==> src/rtl/wb_arb_pkg.sv <==
// Shared types and constants for the register-file write-port arbiter.
//   REG_AW / DATA_W / BE_W : register address, data and byte-enable widths
//   FULL_BE                : byte enables for a full-word write (MDU results)
//   wr_req_t               : one register-file write {addr, data, be}
//   arb_state_t            : arbitration FSM state {NORMAL, FORCE}
package wb_arb_pkg;

  localparam int REG_AW = 5;
  localparam int DATA_W = 32;
  localparam int BE_W   = 4;

  localparam logic [BE_W-1:0] FULL_BE = 4'hF;

  typedef struct packed {
    logic [REG_AW-1:0] addr;
    logic [DATA_W-1:0] data;
    logic [BE_W-1:0]   be;
  } wr_req_t;

  typedef enum logic {
    NORMAL = 1'b0,
    FORCE  = 1'b1
  } arb_state_t;

endpackage

==> src/rtl/wr_fifo2.sv <==
// Two-entry FIFO of register-file write requests.
//   clk, rst   : clock, asynchronous active-high reset (empties the FIFO)
//   push       : write push_data at the tail (ignored when full unless pop)
//   push_data  : request to enqueue
//   pop        : drop the head entry (ignored when empty)
//   head       : oldest entry, meaningful only when empty=0
//   full/empty : occupancy flags
// Push and pop together on a full FIFO is legal: the head leaves, the new
// entry lands behind the remaining one and the count stays at 2.
module wr_fifo2
  import wb_arb_pkg::*;
(
  input  logic    clk,
  input  logic    rst,
  input  logic    push,
  input  wr_req_t push_data,
  input  logic    pop,
  output wr_req_t head,
  output logic    full,
  output logic    empty
);

  wr_req_t    mem [2];
  logic       wr_ptr;
  logic       rd_ptr;
  logic [1:0] count;
  logic       do_push;
  logic       do_pop;

  assign do_pop  = pop && (count != 2'd0);
  assign do_push = push && ((count != 2'd2) || do_pop);

  always_ff @(posedge clk or posedge rst) begin
    if (rst) begin
      wr_ptr <= 1'b0;
      rd_ptr <= 1'b0;
      count  <= 2'd0;
    end else begin
      if (do_push) wr_ptr <= ~wr_ptr;
      if (do_pop)  rd_ptr <= ~rd_ptr;
      case ({do_push, do_pop})
        2'b10:   count <= count + 2'd1;
        2'b01:   count <= count - 2'd1;
        default: count <= count;
      endcase
    end
  end

  // Storage needs no reset: entries are only read while count says valid.
  always_ff @(posedge clk) begin
    if (do_push) mem[wr_ptr] <= push_data;
  end

  assign head  = mem[rd_ptr];
  assign full  = (count == 2'd2);
  assign empty = (count == 2'd0);

endmodule

==> src/rtl/wb_port_arbiter.sv <==
// Shares the register file's single write port between the writeback stage
// (WB) and the multiply/divide unit (MDU).
//   clk, rst                      : clock, asynchronous active-high reset
//   wb_valid/addr/data/be         : WB write request
//   wb_stall                      : WB must hold its request (Moore, FORCE)
//   mdu_valid/ready, addr/data    : MDU result handshake (full-word writes)
//   issue_valid, issue_addr       : MDU op issued, marks destination pending
//   rs/rt/rd_addr -> rs/rt/rd_busy: combinational pending lookups
//   rf_wr_en/addr/data/be         : registered write port to the register file
//   state_dbg                     : current arbitration state (1 = FORCE)
// Handshake: an MDU result transfers on any cycle where mdu_valid and
// mdu_ready are both 1; a WB request is taken on any cycle where wb_valid=1
// and wb_stall=0. Neither side may change its payload while waiting.
// WB owns the port in NORMAL. MDU results queue in a 2-entry FIFO and drain
// whenever WB is idle; an empty FIFO lets a fresh result bypass straight to
// the port. If the FIFO head loses to WB STARVE_LIMIT cycles in a row, one
// FORCE cycle stalls WB and commits the head.
module wb_port_arbiter
  import wb_arb_pkg::*;
#(
  parameter int STARVE_LIMIT = 4
) (
  input  logic        clk,
  input  logic        rst,
  input  logic        wb_valid,
  input  logic [4:0]  wb_addr,
  input  logic [31:0] wb_data,
  input  logic [3:0]  wb_be,
  output logic        wb_stall,
  input  logic        mdu_valid,
  output logic        mdu_ready,
  input  logic [4:0]  mdu_addr,
  input  logic [31:0] mdu_data,
  input  logic        issue_valid,
  input  logic [4:0]  issue_addr,
  input  logic [4:0]  rs_addr,
  input  logic [4:0]  rt_addr,
  input  logic [4:0]  rd_addr,
  output logic        rs_busy,
  output logic        rt_busy,
  output logic        rd_busy,
  output logic        rf_wr_en,
  output logic [4:0]  rf_addr,
  output logic [31:0] rf_data,
  output logic [3:0]  rf_be,
  output logic        state_dbg
);

  // Counter must hold STARVE_LIMIT for the one cycle before FORCE clears it.
  localparam int CNT_W = (STARVE_LIMIT > 1) ? $clog2(STARVE_LIMIT + 1) : 1;
  localparam logic [CNT_W-1:0] CNT_MAX = CNT_W'(STARVE_LIMIT - 1);

  arb_state_t state, state_nxt;

  logic       fifo_full;
  logic       fifo_empty;
  wr_req_t    fifo_head;
  wr_req_t    mdu_req;
  wr_req_t    win_req;
  logic       fifo_push;
  logic       fifo_pop;

  logic       mdu_xfer;
  logic       wb_win;
  logic       head_win;
  logic       byp_win;
  logic       mdu_commit;
  logic       any_win;
  logic       starve_hit;

  logic [CNT_W-1:0] starve_cnt;
  logic [31:0]      pend;
  logic [31:0]      pend_nxt;

  // ---------------- MDU result buffer ----------------
  assign mdu_req   = '{addr: mdu_addr, data: mdu_data, be: FULL_BE};
  assign mdu_ready = !fifo_full && !rst;
  assign mdu_xfer  = mdu_valid && mdu_ready;

  wr_fifo2 u_fifo (
    .clk       (clk),
    .rst       (rst),
    .push      (fifo_push),
    .push_data (mdu_req),
    .pop       (fifo_pop),
    .head      (fifo_head),
    .full      (fifo_full),
    .empty     (fifo_empty)
  );

  // ---------------- Port arbitration ----------------
  // wb_stall is asserted exactly in FORCE, so WB can only win in NORMAL.
  assign wb_win     = (state == NORMAL) && wb_valid;
  assign head_win   = !wb_win && !fifo_empty;
  assign byp_win    = !wb_win && fifo_empty && mdu_xfer;
  assign mdu_commit = head_win || byp_win;
  assign any_win    = wb_win || mdu_commit;

  assign fifo_pop   = head_win;
  assign fifo_push  = mdu_xfer && !byp_win;

  always_comb begin
    win_req = mdu_req;
    if (wb_win)        win_req = '{addr: wb_addr, data: wb_data, be: wb_be};
    else if (head_win) win_req = fifo_head;
  end

  // ---------------- Starvation counter ----------------
  assign starve_hit = wb_win && !fifo_empty && (starve_cnt == CNT_MAX);

  always_ff @(posedge clk or posedge rst) begin
    if (rst) begin
      starve_cnt <= '0;
    end else if ((state == FORCE) || mdu_commit || fifo_empty) begin
      starve_cnt <= '0;
    end else if (wb_win) begin
      starve_cnt <= starve_cnt + 1'b1;
    end
  end

  // ---------------- Arbitration FSM ----------------
  always_ff @(posedge clk or posedge rst) begin
    if (rst) state <= NORMAL;
    else     state <= state_nxt;
  end

  always_comb begin
    state_nxt = state;
    case (state)
      NORMAL:  if (starve_hit) state_nxt = FORCE;
      FORCE:   state_nxt = NORMAL;
      default: state_nxt = NORMAL;
    endcase
  end

  always_comb begin
    wb_stall  = (state == FORCE);
    state_dbg = (state == FORCE);
  end

  // ---------------- Pending scoreboard ----------------
  // Clear first so a same-cycle issue to the committing register wins.
  always_comb begin
    pend_nxt = pend;
    if (mdu_commit && (win_req.addr != 5'd0)) pend_nxt[win_req.addr] = 1'b0;
    if (issue_valid && (issue_addr != 5'd0))  pend_nxt[issue_addr]   = 1'b1;
  end

  always_ff @(posedge clk or posedge rst) begin
    if (rst) pend <= '0;
    else     pend <= pend_nxt;
  end

  assign rs_busy = (rs_addr != 5'd0) && pend[rs_addr];
  assign rt_busy = (rt_addr != 5'd0) && pend[rt_addr];
  assign rd_busy = (rd_addr != 5'd0) && pend[rd_addr];

  // ---------------- Write-port registers ----------------
  // Address-0 commits are swallowed: no write strobe, payload regs hold.
  always_ff @(posedge clk or posedge rst) begin
    if (rst) begin
      rf_wr_en <= 1'b0;
      rf_addr  <= '0;
      rf_data  <= '0;
      rf_be    <= '0;
    end else begin
      rf_wr_en <= any_win && (win_req.addr != 5'd0);
      if (any_win && (win_req.addr != 5'd0)) begin
        rf_addr <= win_req.addr;
        rf_data <= win_req.data;
        rf_be   <= win_req.be;
      end
    end
  end

endmodule

==> config.mk <==
export PLATFORM = sky130hd
export DESIGN_NAME = wb_port_arbiter
export DESIGN_NICKNAME = d
export VERILOG_FILES = /design/src/rtl/wb_arb_pkg.sv /design/src/rtl/wr_fifo2.sv /design/src/rtl/wb_port_arbiter.sv
export SDC_FILE = /design/constraint.sdc
export NUM_CORES = 1
export LEC_CHECK = 0
export ABC_AREA = 0
export CAP_MARGIN = 10
export CORE_MARGIN = 3
export CORE_UTILIZATION = 60
export CTS_BUF_LIST = sky130_fd_sc_hd__clkbuf_16
export DETAILED_ROUTE_END_ITERATION = 8
export DONT_BUFFER_PORTS = 1
export GPL_ROUTABILITY_DRIVEN = 0
export GPL_TIMING_DRIVEN = 1
export PLACE_DENSITY = 0.76
export SLEW_MARGIN = 5
export SYNTH_ARGS = -nofsm -noshare
export SYNTH_HDL_FRONTEND = slang
export SYNTH_HIERARCHICAL = 1
export SYNTH_SLANG_ARGS = --single-unit
==> constraint.sdc <==
create_clock -name clk -period 6.2 [get_ports clk]
set_input_delay 0.62 -clock clk [delete_from_list [all_inputs] [get_ports clk]]
set_output_delay 0.62 -clock clk [all_outputs]
set_load 0.05 [all_outputs]
* Yosys cells after proc, flatten, opt, wreduce, memory -nomap -nowiden
Memories as Yosys holds them, arrays and structs flattened. Cells that the tools add are included.
Word-level totals: bits of input ports 103, memory bits (writable) 74, output and inout port bits 48, register bits 82, memories 1, word-level logic and storage cells 91
Memory list:
- u_fifo.mem | depth 2, bits a word 37, rd ports 1, clocked after memory_dff 0, wr ports 1, line wr_fifo2.sv:23 | wr_req_t mem [2];
Operators by class: muxes and demuxes 21, add/subtract/negate cells 3, bitwise operators 6, equal/unequal tests 5, reduce and logical (&&, ||, !) cells 38, magnitude comparators 7
Operators with widths (number):
- $mux 41 | 2
- $mux 32 | 2
- $and 32x32->32 | 1
- $not 32->32 | 1
- $or 32x32->32 | 1
- $lt 5x6->1 const B | 5
- $reduce_bool 5->1 | 5
- $logic_and 1x1->1 | 19
- $bmux 1 s5 | 3
- $demux 1 s5 | 2
- $ge 5x1->1 const B | 2
- $mux 1 | 8
- $mux 3 | 2
- $reduce_bool 2->1 | 3
- $logic_not 1->1 | 5
- $logic_or 1x1->1 | 5
- $eq 2x2->1 const B | 2
- $pmux 2 s2 | 1
- $add 3x1->3 const B | 1
- $eq 3x2->1 const B | 1
- $not 1->1 | 3
- $add 2x1->2 const B | 1
- $eq 2x1->1 const B | 1
- $logic_not 2->1 | 1
- other kinds (3) | 3

* Depth between registers and ports, before layout
depth after elaboration 15, depth in mapped cells 9, gate-level depth less buffers 7

* By module
Netlist, hierarchy kept.
By module, submodules not included:
- wb_port_arbiter | area each 4698.3 um^2, cells each 435, instances 1, seq. area each 1926.8 um^2
- wr_fifo2 | area each 3175.5 um^2, cells each 153, instances 1, seq. area each 2562.5 um^2

* Least setup slack after synthesis
Ideal clock, no wire load.
path type input to register, from in wb_valid, to mem u_fifo/mem[0][0] (netlist name), enable pin, setup slack 2.265 ns, setup time 0.439 ns, data arrival time 3.495 ns, cell stages on the path 8, data required time 5.761 ns, path through nor2b_1 clkbuf_1 clkbuf_1 clkbuf_1 nor2_1 or3b_1 nand2_2 nor2_1
On the way: elaborated cells between the ends (all ways) 12, classes of those cells mux: 2; reduce/logical: 10
RTL lines:
- from (decl) | line wb_port_arbiter.sv:25 | input logic wb_valid,
- $logic_and 1x1->1 | line wb_port_arbiter.sv:93 | assign wb_win = (state == NORMAL) && wb_valid;
- $logic_not 1->1 | line wb_port_arbiter.sv:94 | assign head_win = !wb_win && !fifo_empty;
- $logic_and 1x1->1 | line wb_port_arbiter.sv:94
- named net fifo_pop | line wb_port_arbiter.sv:61 | logic fifo_pop;
- $logic_and 1x1->1 | line wr_fifo2.sv:30 | assign do_pop = pop && (count != 2'd0);
- $logic_or 1x1->1 | line wr_fifo2.sv:31 | assign do_push = push && ((count != 2'd2) || do_pop);
- $logic_and 1x1->1 | line wr_fifo2.sv:31
- $mux 1 | line wr_fifo2.sv:51 | if (do_push) mem[wr_ptr] <= push_data;
- $mux 1 (implied by the code) | line wr_fifo2.sv:51
- to (decl) | line wr_fifo2.sv:23
The timed path passes the listed nets, and every way through them passes these cells.

* Worst setup path in the final report
from reg state (netlist: state_dbg), to reg rf_data[23]
On the way: cells in the longest elaborated chain, start to end 8, elaborated cells between the ends (all ways) 12, classes of those cells mux: 2; bitwise: 1; reduce/logical: 9
RTL lines:
- from (decl) | line wb_port_arbiter.sv:53 | arb_state_t state, state_nxt;
- from (signal assigned) | line wb_port_arbiter.sv:124 | else state <= state_nxt;
- $not 1->1 (*)
- $logic_and 1x1->1 (*) | line wb_port_arbiter.sv:93
- $logic_not 1->1 | line wb_port_arbiter.sv:94, wb_port_arbiter.sv:95
- $logic_and 1x1->1 (on tied branches) | line wb_port_arbiter.sv:94, wb_port_arbiter.sv:95
- $mux 41 / $logic_and 1x1->1 (equally long branches) | line wb_port_arbiter.sv:105, wb_port_arbiter.sv:95
- $mux 41 / $logic_or 1x1->1 (equally long branches) | line wb_port_arbiter.sv:104, wb_port_arbiter.sv:96
- $reduce_bool 5->1 / $logic_or 1x1->1 (equally long branches) | line wb_port_arbiter.sv:168, wb_port_arbiter.sv:97
- $logic_and 1x1->1 | line wb_port_arbiter.sv:168 | if (any_win && (win_req.addr != 5'd0)) begin
- to (signal assigned) | line wb_port_arbiter.sv:170 | rf_data <= win_req.data;
- to (decl) | line wb_port_arbiter.sv:44 | output logic [31:0] rf_data,
Mark *: on every way between the ends. The rest lies on a longest branch, timed or not. A chain may end at the register's enable or synchronous reset.

==> flow_summary.ini <==
[synth]
ys_seq_area_frac = 0.570
ys_warn_count = 6
yosys.area.top_type = edfxtp_1
syn_avg_cell_area_um2 = 13.4
synth_top_area_frac = 0.313
syn_area_mm2 = 0.00787
synth_seq_cells = 163
synth-main-ff-cell = edfxtp_1
synthTopCellsByArea = edfxtp_1 (31%), dfrtp_1 (26%), mux2_2 (7.3%), mux4_2 (7.2%), o21ai_0 (5.3%)
syn_inst = 588
synth_edf_count = 82
async_reset_ff_frac = 0.497
yosys.cell_types.count = 46

[clock_tree]
htreeDepth = 4
cts_hold_buf = 1
path_clk_slew_ps = 60
cts_root_buf = clkbuf_16
clk-insertion-delay-late_ps = 430
postCtsSetupBuffers = 0
cts.sinks = 163
cts_buffer_depth = 2
cts_made_buffers = 17
cts_tree = done
ctsResizeCount = 0

[detailed_routing]
via_count = 4867
routed_wl_mm = 16.9
antenna_left = 0
vias_per_cell = 6.32
drt_iter0_drc = 359
wl_per_cell_um = 21.9
drc_errors = 0
drt_pass1_iterations = 5

[critical_path]
cp-end-kind = flip-flop
reg2reg_from = state_dbg
ff2ff_path_depth = 6
reg2reg_slack_ps = 2060
r2r_end = rf_data[23]
worstPathMaxFanout = 24
worstPathRequired_ps = 6500
crit_type = flip-flop to flip-flop
cp_data_arrival_time_ps = 4440
endpoint = rf_data[23]
crit_start = state_dbg
cp-start-kind = flip-flop
slowest_delay_ps = 980
cp_cell_sequence = nand2b_1 > mux2i_1 > nand2_1 > o21ai_4 > buf_4 > mux2_1
slowest_stage = dfrtp_1

[layout]
fin_nets = 690
fillers = 995
final_area_mm2 = 0.00855
n_antenna_cell = 0
drive_gt1_frac = 0.211
syn2layout_area_growth_pct = 8.61

[sta]
slew_headroom = 0.327
max_freq_ghz = 0.242
rsz0062_at_grt = false
period_minus_slack_ps = 4140
setup_violations = 0
fin_crit_sh = 0.667
finalMaxSlewViolations = 0
finalHoldViolCount = 0
tightest_slew_ps = 1010
fin_setup_tns_ps = 0
skew_ps = 7.81

[global_route]
grt_pass1_vias = 5225
grt_usage = 0.247
grt_max_degree = 78
grt_pass1_wl_mm = 27.4
grt_overflow = 0
antenna_found_initial = 0

[placement]
placed_area_mm2 = 0.00802
hpwl_mm = 11.9
numPortBuffers = 0

[floorplanning]
die_w_um = 121
row_count = 41
io_pins = 151
dieHeight_um = 121
core-area_mm2 = 0.0127
initial_core_util = 0.619
dieArea_mm2 = 0.0145

[job]
drv_cap = 0

[outcome]
status = finished, final reports clean

[power_and_ir_drop]
p_leak_nw = 3.21
power_density_mw_per_mm2 = 514
total_power_mw = 4.40
peakVddDrop_mv = 0.282

[min_path]
min_path_type = input pin to flip-flop
power breakdown:
group	internal (mW)	switching (mW)	leakage [nW]
Sequential	1.47	0.818	1.72
Clock	0.538	0.395	0.263
Combinational	0.604	0.573	1.23
Total	2.61	1.79	3.21
worst max-delay path: cells and delay by family, from the launching register on:
family	cells	cell delay, ps
and+or+nand+nor	2	980
AOI/OAI and AO/OA	1	730
buffers and inverters	1	410
DFF	1	980
muxes	2	880
final cells by class:
type | instances | area [um2] | area share
repair buffers | 6 | 47.5 | 0.00556
multi-input cells | 388 | 3240 | 0.378
inverters | 9 | 35.0 | 0.00410
clock inverters | 15 | 101 | 0.0119
clock buffers | 17 | 425 | 0.0497
flip-flops and latches | 163 | 4490 | 0.525
well taps | 172 | 215 | 0.0252
how the worst min path moves through the flow:
stage            startpoint                end  slack [ps]  cells past startpoint
4_1_cts        mdu_data[28]  u_fifo/mem[1][32]         270                      0
3_3_place_gp            rst      u_fifo/wr_ptr         400                      1
6_report        mdu_data[1]   u_fifo/mem[1][5]         290                      0
3_5_place_dp            rst      u_fifo/wr_ptr         410                      1
2_1_floorplan           rst    u_fifo/count[0]         390                      1
5_1_grt        mdu_data[20]  u_fifo/mem[0][24]         260                      0
placed cells by master (no fill, tap or decap), types with 5 or more instances in the layout:
cell       instances
o21ai_1           16
o21ai_0           83
nand2b_1           6
a21oi_1           11
conb_1             8
mux2_2            51
nand3_1           14
nand2_1           47
edfxtp_1          82
clkbuf_16         17
clkinv_2           7
mux2i_1           38
nor2_1             7
mux4_2            25
inv_1              9
mux2_1            36
dfrtp_1           80
buf_4              5
cells by family (layout without fill, tap and decap cells):
kind of cell / after synthesis / count (layout) / share of synthesized area
flip-flops: 163 / 163 / 0.570
multiplexers: 155 / 155 / 0.254
AO/OA/AOI/OAI: 121 / 121 / 0.0825
AND/OR/NAND/NOR: 99 / 99 / 0.0612
buffers and inverters: 44 / 47 / 0.0249
XOR/XNOR: 3 / 3 / 0.00334
adder cells (fa/ha/maj): 2 / 2 / 0.00318
other: 1 / 8 / 0.000476
through the flow:
step / utilization / setup WS [ps] / cells / hold slack (ps)
6_report: 0.672 / 2060 / 770 / 285
5_1_grt: 0.672 / 1810 / 770 / 262
4_1_cts: 0.672 / 2050 / 770 / 273
3_5_place_dp: 0.630 / 2070 / 737 / 410
3_3_place_gp: 0.630 / 2270 / 737 / 402
2_1_floorplan: - / 2270 / 595 / 386
layer usage:
layer	part of all wire	vias up	global-route usage
met4	0.012	0	0.0765
met2	0.51	193	0.405
li1	-	2195	-
met5	0	-	0
met1	0.39	2453	0.309
met3	0.087	26	0.0889
state kept, by name, summed over array words and instances (netlist names):
| name | cells |
|---|---|
| u_fifo/mem | 82 |
| u_fifo/wr_ptr | 1 |
| pend | 31 |
| u_fifo/count | 2 |
| starve_cnt | 3 |
| rf_addr | 5 |
| rf_be | 4 |
| u_fifo/rd_ptr | 1 |
| state_dbg | 1 |
| rf_wr_en | 1 |
| rf_data | 32 |
synthesized netlist by cell type, types with 3 or more instances:
| cell | number |
|---|---|
| o21ai_0 | 83 |
| edfxtp_1 | 82 |
| dfrtp_1 | 81 |
| mux2_2 | 51 |
| nand2_1 | 47 |
| mux2i_1 | 38 |
| mux2_1 | 36 |
| mux4_2 | 25 |
| clkbuf_1 | 21 |
| o21ai_1 | 16 |
| nand3_1 | 14 |
| a21oi_1 | 11 |
| nor2_1 | 9 |
| inv_1 | 8 |
| buf_2 | 7 |
| buf_4 | 6 |
| nand2b_1 | 6 |
| nand3b_1 | 4 |
| a22o_1 | 3 |
| mux2i_2 | 3 |
| nor3_1 | 3 |
| or3b_1 | 3 |
Power figures use the tool's default switching activity.
